<file path="config.mk">
export PLATFORM = sky130hd
export DESIGN_NAME = cla_adder_4bit
export DESIGN_NICKNAME = d
export VERILOG_FILES = /design/src/rtl/cla_adder_4bit.sv
export SDC_FILE = /design/constraint.sdc
export NUM_CORES = 1
export LEC_CHECK = 0
export ABC_CLOCK_PERIOD_IN_PS = 2350
export BUFFER_PORTS_ARGS = -buffer_cell sky130_fd_sc_hd__buf_2
export CORE_AREA = 2 2 39 41
export CTS_CLUSTER_SIZE = 30
export DETAILED_ROUTE_END_ITERATION = 7
export DIE_AREA = 0 0 41 43
export SETUP_SLACK_MARGIN = 0.02
export SYNTH_ARGS = -nofsm -noshare
export SYNTH_HDL_FRONTEND = slang
export SYNTH_SLANG_ARGS = --single-unit
</file>
<file path="constraint.sdc">
create_clock -name clk -period 2.35 [get_ports clk]
set_input_delay 0 -clock clk [delete_from_list [all_inputs] [get_ports clk]]
set_output_delay 0 -clock clk [all_outputs]
set_load 0.01 [all_outputs]
</file>
<file path="src/rtl/cla_adder_4bit.sv">
// -----------------------------------------------------------------------------
// cla_adder_4bit
//
// 4-bit carry-lookahead adder slice: {c_out, Output} = A + B + c_in.
// Meant to be chained four-wide through c_in/c_out to build a 16-bit
// adder/subtractor. The parent ANDs the ready flags. Subtraction is handled
// upstream by conditioning B, so this slice only adds.
//
// Ports:
//   clk     in   1  rising-edge clock
//   reset   in   1  asynchronous, active-high reset
//   en      in   1  qualifies the result and feeds the ready register
//   c_in    in   1  carry into bit 0
//   A       in   4  addend
//   B       in   4  addend (already conditioned by the parent)
//   Output  out  4  sum bits [3:0]
//   c_out   out  1  carry out of bit 3
//   ready   out  1  registered result-valid flag (ready <= en each edge)
//
// Configuration macro: CLA_ADDER_OUTREG_EN
//   undefined (default): Output/c_out are combinational and forced to 0
//                        while en = 0.
//   defined:             Output/c_out are registered. They load on an edge
//                        with en = 1, hold while en = 0, and clear on reset.
// -----------------------------------------------------------------------------
module cla_adder_4bit (
  input  logic       clk,
  input  logic       reset,
  input  logic       en,
  input  logic       c_in,
  input  logic [3:0] A,
  input  logic [3:0] B,
  output logic [3:0] Output,
  output logic       c_out,
  output logic       ready
);

  logic [3:0] g;      // generate
  logic [3:0] p;      // propagate
  logic [4:0] c;      // c[0] = c_in, c[4] = carry out
  logic [3:0] sum;

  // Every carry is a flat sum-of-products of g/p/c_in. No carry depends on
  // the carry below it, so the depth is constant across bit positions.
  always_comb begin
    g    = A & B;
    p    = A ^ B;
    c[0] = c_in;
    c[1] = g[0] | (p[0] & c_in);
    c[2] = g[1] | (p[1] & g[0]) | (p[1] & p[0] & c_in);
    c[3] = g[2] | (p[2] & g[1]) | (p[2] & p[1] & g[0])
         | (p[2] & p[1] & p[0] & c_in);
    c[4] = g[3] | (p[3] & g[2]) | (p[3] & p[2] & g[1])
         | (p[3] & p[2] & p[1] & g[0]) | (p[3] & p[2] & p[1] & p[0] & c_in);
    sum  = p ^ c[3:0];
  end

  // ready tracks en one edge later.
  logic ready_d;
  logic ready_q;

  always_comb begin
    ready_d = en;
  end

  always_ff @(posedge clk or posedge reset) begin
    // NOTE: flops use non-blocking (<=) so every register samples pre-edge values.
    if (reset) ready_q <= 1'b0;
    else       ready_q <= ready_d;
  end

  assign ready = ready_q;

`ifdef CLA_ADDER_OUTREG_EN
  logic [3:0] output_d;
  logic [3:0] output_q;
  logic       c_out_d;
  logic       c_out_q;

  // Load on en, otherwise hold. The result then appears in the same cycle
  // that ready rises.
  always_comb begin
    // NOTE: defaults first so every path assigns every output (no latches).
    output_d = output_q;
    c_out_d  = c_out_q;
    if (en) begin
      output_d = sum;
      c_out_d  = c[4];
    end
  end

  always_ff @(posedge clk or posedge reset) begin
    if (reset) begin
      output_q <= 4'b0000;
      c_out_q  <= 1'b0;
    end else begin
      output_q <= output_d;
      c_out_q  <= c_out_d;
    end
  end

  assign Output = output_q;
  assign c_out  = c_out_q;
`else
  // Zero-latency path. Chained slices settle within one cycle.
  always_comb begin
    Output = 4'b0000;
    c_out  = 1'b0;
    if (en) begin
      Output = sum;
      c_out  = c[4];
    end
  end
`endif

endmodule

</file>
# Word level (Yosys, flattened, before mapping)

Cells that the tools add are included.

Mux-type cells: 2
Bitwise gates (word level): 29

Operators by type and width:

| cell        | number |
|---|---|
| $and 1x1->1 | 16 |
| $or 1x1->1  | 10 |
| $xor 4x4->4 | 2 |
| $and 4x4->4 | 1 |
| $mux 4      | 1 |
| $mux 1      | 1 |

Flip-flop bits (word level): 1
Bits of input ports: 12
Output and inout port bits: 6
Logic and storage cells: 32

# Longest topological paths before layout

Gate-level depths: netlist of the first run.

Depth in word-level cells: 7
Depth in mapped cells: 4
Mapped depth without buffers: 4

# Least setup slack after synthesis of the first run

Ideal clock, no wire load.

Kind: input to output
Start point: input A[2]
End point: output Output[3]
Arrival: 987 ps
Required time: 2,350 ps
Setup slack: 1,363 ps
Stages: 4
Path buffers: 0
Cells stage by stage: ha_1 -> a41o_1 -> a21oi_2 -> mux2i_1

Cells in the longest elaborated chain, start to end: 7

Ends and longest elaborated chain:

| what                                             | line   | source |
|---|---|---|
| start: declaration                               | 31     | `input logic [3:0] A,` |
| $xor 4x4->4                                      | 47     | `p = A ^ B;` |
| $and 1x1->1, on equally long branches            | 51, 52 |  |
| $or 1x1->1 (tied with other cells)               | 51     | `c[3] = g[2] \| (p[2] & g[1]) \| (p[2] & p[1] & g[0])` |
| $or 1x1->1 / $and 1x1->1 (equally long branches) | 51, 52 |  |
| $or 1x1->1 (*)                                   | 52     | `\| (p[2] & p[1] & p[0] & c_in);` |
| $xor 4x4->4 (*)                                  | 55     | `sum = p ^ c[3:0];` |
| $mux 4 (*)                                       | 109    | `if (en) begin` |
| end: declaration                                 | 33     | `output logic [3:0] Output,` |

Mark *: on every way between the ends. The rest lies on a longest branch, timed or not.

# Worst setup path in the final report of the first run

Same ends and word-level chain as after synthesis.

==> results.toml, run 1 <==
[floorplan]
initial_core_util_pct = 16.00
die_w_um = 41
ios = 18
fp.dieH_um = 43
dieArea_um2 = 1763
core_region_area_um2 = 1384
rows = 14

[sta]
grt_setup_unrepaired = "false"
fmax_mhz = 838.0
worst_pin_slew_ns = 0.1266
post-route-min-period_ns = 1.193
setup_viol = 0
fin_crit_sh_pct = 50.78
finalMaxSlewViolations = 0
hold_viol = 0
slew_headroom_pct = 91.32
fin_setup_tns_ns = 0
layout_setup_ws_ns = 1.157

[grt]
grt_max_degree = 9
grt_pass1_vias = 160
antenna_found_initial = 0
grt_util_all_layers_pct = 4.409
grt_pass1_wl_um = 586
grt-ovfl-total = 0

[power]
power.leakage_uw = 0.0001994
power.density_nw_per_um2 = 249.4
switching_share_pct = 37.90
switchingPower_uw = 31.82
p_comb_share_pct = 77.9
p_int_uw = 52.13
pwr-share-clk_pct = 0
vdd_drop_max_v = 0.00008242
seqPwrFrac_pct = 22.1

[setup_path]
path_buf_inv = 2
crit_end = "Output[3]"
worstSetupPathType = "input pin to primary output"
crit_family = "compound AO/OA/AOI/OAI gates"
required_ns = 2.35
crit_arrival_ns = 1.19
crit_top_cell = "buf_2"
start_kind = "input pin"
cp-end-kind = "primary output"
path_cells = "buf_2 -> ha_1 -> a41o_1 -> a21oi_2 -> mux2i_1 -> buf_2"
crit_start = "A[2]"
slowest_stage = "ha_1"
critPathMaxFanout = 4
crit_cells = 6
max_stage_delay_ns = 0.34

[synthesis]
synthTopCellsByArea = "ha_1 (28%), dfrtp_1 (11%), fa_1 (9.0%), mux2i_1 (9.0%), and2_1 (5.6%)"
synth_warnings = 0
ys_seq_area_share_pct = 11.30
yosys_register_bits = 1
synth_nets = 42
ys_types = 15
netlist_area_um2 = 221.5
synth_area_per_cell_um2 = 9.228
yosysTopAreaCell = "ha_1"
syn_inst = 24
synth_top_area_share_pct = 28.25

[route]
drt_wl_total_um = 495
drt-initial-drc-count = 0
drc = 0
via_count = 230
antenna_left = 0
wl_per_cell_um = 8.534
viasPerCell = 3.966
dr.pass1.iters = 1

[placement]
place.gp.congestion = 0.6859
io_buffer_count = 17
placed_area_um2 = 326.6
preCtsSetupSlack_ns = 1.142

[final_layout]
fillers = 148
finish.net_count = 62
drive_gt1_share_pct = 45.24
top_register = "ready"
top_regs = "ready x1"
syn2layout_area_growth_pct = 51.98
diodes = 0
final_area_um2 = 336.6
largest_reg_flops = 1
final_core_util_pct = 24.32

[worst_hold_path]
hp-start = "en"
hold_class = "input pin to flop"

[flow_run]
drv_cap = 0

[clocking]
cts_resized = 0
clk_pin_slew_ns = 0

[run_status]
status = "completed"
[worst min path at each step]
| stage | endpoint | depth (start not counted) |
|---|---|---|
| 6_report | ready$_DFF_PP0_ | 1 |
| 3_5_place_dp | ready$_DFF_PP0_ | 2 |
| 2_1_floorplan | ready$_DFF_PP0_ | 1 |
| 5_1_grt | ready$_DFF_PP0_ | 1 |
| 3_3_place_gp | ready$_DFF_PP0_ | 2 |
| 4_1_cts | ready$_DFF_PP0_ | 1 |
[per-layer routing]
layer / routed length [um] / vias to the layer above / track usage (%) / share of wire [%]
li1: - / 121 / - / -
met1: 219 / 97 / 6.390 / 44
met2: 209 / 12 / 7.187 / 42
met3: 66 / 0 / 0.5236 / 13
met4: 0 / 0 / 0 / 0
met5: 0 / - / 0 / 0
[repair_timing]
| item | 4_1_cts | 5_1_grt |
|---|---|---|
| hold buffers | 1 | 0 |
| endpoints found under the hold margin | 1 | 0 |
| buffers inserted | 0 | 0 |
[final cells by class]
cell class	instances	area, um^2	share of cell area (%)
inverters	1	3.754	1.115
well taps	16	20.02	5.948
flip-flops and latches	1	25.02	7.435
repair buffers	18	95.09	28.25
multi-input cells	22	192.7	57.25
[synth_stat cells]
| cell type | n |
|---|---|
| a21o_1 | 1 |
| a21o_2 | 1 |
| a21oi_1 | 1 |
| a21oi_2 | 1 |
| a41o_1 | 1 |
| and2_1 | 2 |
| dfrtp_1 | 1 |
| fa_1 | 1 |
| ha_1 | 5 |
| inv_1 | 1 |
| mux2i_1 | 2 |
| nand2_1 | 3 |
| nand2b_1 | 2 |
| o21ai_0 | 1 |
| xor2_1 | 1 |
[cell usage in the layout (no fill, tap or decap)]
cell type      Yosys  final
a21oi_2            1      1
dfrtp_1            1      1
mux2i_1            2      2
nand2b_1           2      2
xor2_1             1      1
buf_2              0     17
ha_1               5      5
and2_1             2      2
dlygate4sd3_1      0      1
nand2_1            3      3
fa_1               1      1
inv_1              1      1
a21oi_1            1      1
a21o_2             1      1
o21ai_0            1      1
a41o_1             1      1
a21o_1             1      1
[per-stage QoR]
step	cells	hold slack (ns)	power [uW]
3_5_place_dp	57	-0.1642	83.73
2_1_floorplan	24	-0.2713	56.45
3_3_place_gp	57	-0.1652	82.07
5_1_grt	58	0.2261	91.81
6_report	58	0.2105	83.96
4_1_cts	58	0.2182	85.23
[cell families (layout without fill, tap and decap cells)]
kind of cell	Yosys count	count (layout)	share of synthesized area [%]
AO/OA/AOI/OAI	6	6	20.34
XOR/XNOR	1	1	3.956
adder cells (fa/ha/maj)	6	6	37.29
buffers and inverters	1	19	1.693
flip-flops	1	1	11.30
multiplexers	2	2	9.040
AND/OR/NAND/NOR	7	7	16.38
[power by group through the flow]
stage          Clock [uW]  Combinational (uW)  Sequential (uW)
2_1_floorplan           0                37.3             19.1
3_3_place_gp            0                63.5             18.5
3_5_place_dp            0                65.2             18.5
4_1_cts                 0                66.7             18.5
5_1_grt                 0                73.2             18.6
6_report                0                65.4             18.5
(Power assumes the default switching activity.)
==> inputs of run 2 (changes only) <==
--- a/config.mk
+++ b/config.mk
@@ -5,7 +5,7 @@
 export SDC_FILE = /design/constraint.sdc
 export NUM_CORES = 1
 export LEC_CHECK = 0
-export ABC_CLOCK_PERIOD_IN_PS = 2350
+export ABC_CLOCK_PERIOD_IN_PS = 1200
 export BUFFER_PORTS_ARGS = -buffer_cell sky130_fd_sc_hd__buf_2
 export CORE_AREA = 2 2 39 41
 export CTS_CLUSTER_SIZE = 30
==> constraint.sdc (replaced) <==
create_clock -name clk -period 1.2 [get_ports clk]
set_input_delay 0 -clock clk [delete_from_list [all_inputs] [get_ports clk]]
set_output_delay 0 -clock clk [all_outputs]
set_load 0.01 [all_outputs]
==> run 2 against run 1 <==
  * Sequential share of layout area fell by 0.88 points
  * First-iteration DRC count did not move
  * Critical path depth did not move
  * Worst setup slack got worse by 1.0 ns
  * Power rose by 120%
==> results.toml, run 2 (synthesized netlist as in run 1, its figures left out) <==
[placement]
placed_area_um2 = 334.1
dpl.cell_count = 58
io_buffer_count = 17
place.gp.congestion = 0.7007

[worst_hold_path]
hold_class = "input pin to flop"
holdPathStages = 1
hold_end = "ready$_DFF_PP0_"
hp-start = "en"

[final_layout]
largest_reg_flops = 1
top_regs = "ready x1"
layout.cells.non_filler = 59
syn2layout_area_growth_pct = 72.32
finish.net_count = 63
diodes = 0
drive_gt1_share_pct = 53.49
fillers = 150
final_area_um2 = 381.6
final_cell_mix = "buf_2 (17), nand2_1 (3), ha_4 (3)"
top_register = "ready"
final_common_cell = "buf_2"

[run_status]
status = "completed"

[setup_path]
path_cells = "buf_2 -> ha_1 -> a21o_2 -> a21oi_2 -> mux2i_1 -> buf_2"
worstSetupPathType = "input pin to primary output"
crit_top_cell = "buf_2"
crit_arrival_ns = 1.06
crit_family = "compound AO/OA/AOI/OAI gates"
path_buf_inv = 2
required_ns = 1.20
slowest_stage = "a21o_2"
start_kind = "input pin"
max_stage_delay_ns = 0.22
critPathMaxFanout = 3
cp-end-kind = "primary output"

[route]
viasPerCell = 4.051
dr.pass1.iters = 1
wl_per_cell_um = 8.475
drc = 0
antenna_left = 0
drt-initial-drc-count = 0
drt_wl_total_um = 500
via_count = 239

[power]
vdd_drop_max_v = 0.0001466
power.leakage_uw = 0.0002043
p_comb_share_pct = 80.1
p_int_uw = 114.7
seqPwrFrac_pct = 19.9
power.density_nw_per_um2 = 478.8
switching_share_pct = 37.24
pwr-share-clk_pct = 0
switchingPower_uw = 68.04

[floorplan]
die_w_um = 41
ios = 18
rows = 14
core_region_area_um2 = 1384
dieArea_um2 = 1763
fp.dieH_um = 43
initial_core_util_pct = 16.00

[grt]
grt_pass1_vias = 182
grt_max_degree = 9
grt_util_all_layers_pct = 5.105
grt_pass1_wl_um = 676
grt-ovfl-total = 0
antenna_found_initial = 0

[clocking]
postCtsSetupBuffers = 0
clk_pin_slew_ns = 0

[flow_run]
drv_cap = 0

[sta]
worst_pin_slew_ns = 0.1577
grt_setup_unrepaired = "false"
fin_setup_tns_ns = 0
fmax_mhz = 943.0
setup_viol = 0
fin_crit_sh_pct = 88.37
hold_viol = 0
slew_headroom_pct = 89.49
post-route-min-period_ns = 1.060
finalMaxSlewViolations = 0
run 2: layout make-up:
type	instances	area (um^2)	area share, %
multi-input combinational	22	230.2	60.33
inverter	1	3.754	0.9836
timing repair buffer	19	102.6	26.89
tap	16	20.02	5.246
sequential	1	25.02	6.557
run 2: how the worst max path moves through the flow:
stage               start   endpoint  slack, ns  cells after the start
CTS                  A[1]  Output[3]       0.03                      6
detailed placement   A[1]  Output[3]       0.04                      6
finish               A[0]  Output[3]       0.14                      6
floorplan            A[2]  Output[3]       0.21                      4
global placement     A[1]  Output[3]       0.03                      6
global route         A[0]  Output[3]       0.04                      6
run 2: power by group through the flow:
stage / combinational (uW) / clock, uW / sequential (uW)
2_1_floorplan: 73.1 / 0 / 37.5
3_3_place_gp: 130 / 0 / 36.3
3_5_place_dp: 132 / 0 / 36.4
4_1_cts: 135 / 0 / 36.4
5_1_grt: 166 / 0 / 36.6
6_report: 146 / 0 / 36.4
run 2: timing repair:
item	in CTS	in global routing
hold buffers	1	0
endpoints found under the setup margin	0	2
resized for setup	0	3
hold endpoints to repair	1	0
run 2: metrics by stage:
| stage | utilization, % | total power, uW | hold slack, ns | setup slack [ns] |
|---|---|---|---|---|
| floorplan | - | 110.5 | -0.2713 | 0.2129 |
| CTS | 24.86 | 171.7 | 0.2140 | 0.03431 |
| global route | 27.58 | 203.0 | 0.2216 | 0.03896 |
| finish | 27.58 | 182.7 | 0.2057 | 0.1395 |
| global placement | 24.14 | 166.3 | -0.1648 | 0.03144 |
| detailed placement | 24.14 | 168.6 | -0.1657 | 0.03992 |
run 2: metal layers:
metal	share of wire (%)	up-vias	track usage [%]
li1	-	124	-
met1	46	103	8.280
met2	42	12	7.813
met3	12	0	0
met4	0	0	0
met5	0	-	0
==> inputs of run 3 (changes only) <==
--- a/config.mk
+++ b/config.mk
@@ -7,10 +7,10 @@
 export LEC_CHECK = 0
 export ABC_CLOCK_PERIOD_IN_PS = 1200
 export BUFFER_PORTS_ARGS = -buffer_cell sky130_fd_sc_hd__buf_2
-export CORE_AREA = 2 2 39 41
+export CORE_AREA = 3 3 40 42
 export CTS_CLUSTER_SIZE = 30
 export DETAILED_ROUTE_END_ITERATION = 7
-export DIE_AREA = 0 0 41 43
+export DIE_AREA = 0 0 43 45
 export SETUP_SLACK_MARGIN = 0.02
 export SYNTH_ARGS = -nofsm -noshare
 export SYNTH_HDL_FRONTEND = slang
==> constraint.sdc (replaced) <==
create_clock -name clk -period 1.2 [get_ports clk]
set_input_delay 0.12 -clock clk [delete_from_list [all_inputs] [get_ports clk]]
set_output_delay 0.12 -clock clk [all_outputs]
set_load 0.01 [all_outputs]
==> run 3 against run 2 <==
  * The run now ends with setup timing left
  * Via count rose by 4.2%
  * Largest power group unchanged
  * Utilization is 10 points higher
  * Global-route usage increased by 1.5 points
  * Critical endpoint unchanged
  * Combinational power increased by 36%
  * Sequential share of layout area decreased by 1.4 points
  * Design area is 28% higher
  * Critical path depth stayed put
==> results.toml, run 3 (synthesized netlist as in run 1, its figures left out) <==
[run_status]
status = "finished, violations left"
violations = "setup timing"

[route]
dr.pass1.iters = 2
antenna_left = 0
drc = 0
viasPerCell = 4.016
via_count = 249
drt-initial-drc-count = 1
wl_per_cell_um = 9.258
drt_wl_total_um = 574

[setup_path]
required_ns = 1.08
worstSetupPathType = "input pin to primary output"
crit_arrival_ns = 1.21
cp-end-kind = "primary output"
crit_start = "B[2]"
critPathMaxFanout = 2
start_kind = "input pin"

[clocking]
clk_pin_slew_ns = 0

[floorplan]
initial_core_util_pct = 17.23
dieArea_um2 = 1935
core_region_area_um2 = 1285
rows = 13
die_w_um = 43
fp.dieH_um = 45
ios = 18

[placement]
place.gp.congestion = 0.6379
placed_area_um2 = 384.1
io_buffer_count = 17
place_hpwl_um = 484.5
dpl.cell_count = 60

[final_layout]
final_cell_mix = "buf_2 (10), buf_6 (7), nand2_1 (3), ha_4 (3), buf_8 (3)"
final_area_um2 = 489.2
finish.net_count = 67
top_register = "ready"
diodes = 0
final_common_cell = "buf_2"
largest_reg_flops = 1
seqCellArea_um2 = 25.02
layout.cells.non_filler = 62
fillers = 128
multi_input_area_um2 = 242.7
drive_gt1_share_pct = 65.96
top_regs = "ready x1"
syn2layout_area_growth_pct = 120.9

[power]
power.density_nw_per_um2 = 478.8
pwr-share-clk_pct = 0
power.leakage_uw = 0.0002446
switching_share_pct = 32.82
p_int_uw = 157.4
vdd_drop_max_v = 0.0001697
p_comb_share_pct = 84.4
switchingPower_uw = 76.88
seqPwrFrac_pct = 15.6

[sta]
worst_pin_slew_ns = 0.1353
fin_crit_sh_pct = 110.8
timing.hold.ws_ns = 0.3266
fmax_mhz = 752.2
layout_setup_ws_ns = -0.1294
hold_viol = 0
setup_viol = 5
slew_headroom_pct = 90.80
post-route-min-period_ns = 1.329
grt_setup_unrepaired = "true"
finalMaxSlewViolations = 0

[grt]
grt_max_degree = 9
grt_pass1_vias = 258
antenna_found_initial = 0
grt-ovfl-total = 0
grt_pass1_wl_um = 1055
grt_util_all_layers_pct = 6.578

[worst_hold_path]
hold_class = "input pin to flop"
hp-start = "en"

[flow_run]
drv_cap = 0
run 3: metrics by stage:
step | power [uW] | setup TNS (ns) | util [%] | setup WS (ns)
6_report | 234.2 | -0.1740 | 38.07 | -0.1294
5_1_grt | 257.4 | -0.4210 | 38.07 | -0.1832
4_1_cts | 214.9 | -0.2360 | 34.76 | -0.1413
3_5_place_dp | 191.2 | -0.5990 | 29.89 | -0.2064
3_3_place_gp | 188.5 | -0.5355 | 29.89 | -0.1799
2_1_floorplan | 120.8 | 0 | - | 0.05108
run 3: what timing repair did:
action,4_1_cts,5_1_grt
pin swaps,9,8
hold buffers,1,0
buffers inserted,1,0
endpoints found under the setup margin,5,5
gates resized for setup,10,9
endpoints found under the hold margin,1,0
run 3: per-layer routing:
| metal | track usage [%] | routed length, um | vias up |
|---|---|---|---|
| met2 | 12.28 | 288 | 11 |
| met5 | 0 | 0 | - |
| li1 | - | - | 131 |
| met4 | 0 | 0 | 0 |
| met1 | 8.434 | 224 | 107 |
| met3 | 1.195 | 61 | 0 |
run 3: critical path, cell delays in order:
cell     delay [ns]
buf_8          0.10
ha_4           0.23
a41o_1         0.24
a21oi_2        0.16
mux2i_2        0.22
buf_2          0.15
run 3: power groups by stage:
stage	Combinational [uW]	Clock [uW]	Sequential, uW
2_1_floorplan	83.3	0	37.5
3_3_place_gp	152	0	36.4
3_5_place_dp	155	0	36.5
4_1_cts	178	0	36.5
5_1_grt	221	0	36.5
6_report	198	0	36.4
run 3: cell type report:
class	count	share of cell area, %
Inverter	1	0.7673
Multi-Input combinational cell	22	49.62
Sequential cell	1	5.115
Tap cell	15	3.836
Timing Repair Buffer	23	40.67
run 3: worst paths after layout:
kind | end | cells after the start
setup / recovery | Output[3] | 6
hold / removal | ready$_DFF_PP0_ | 1
max in group asynchronous | ready$_DFF_PP0_ | 3
min in group asynchronous | ready$_DFF_PP0_ | 3
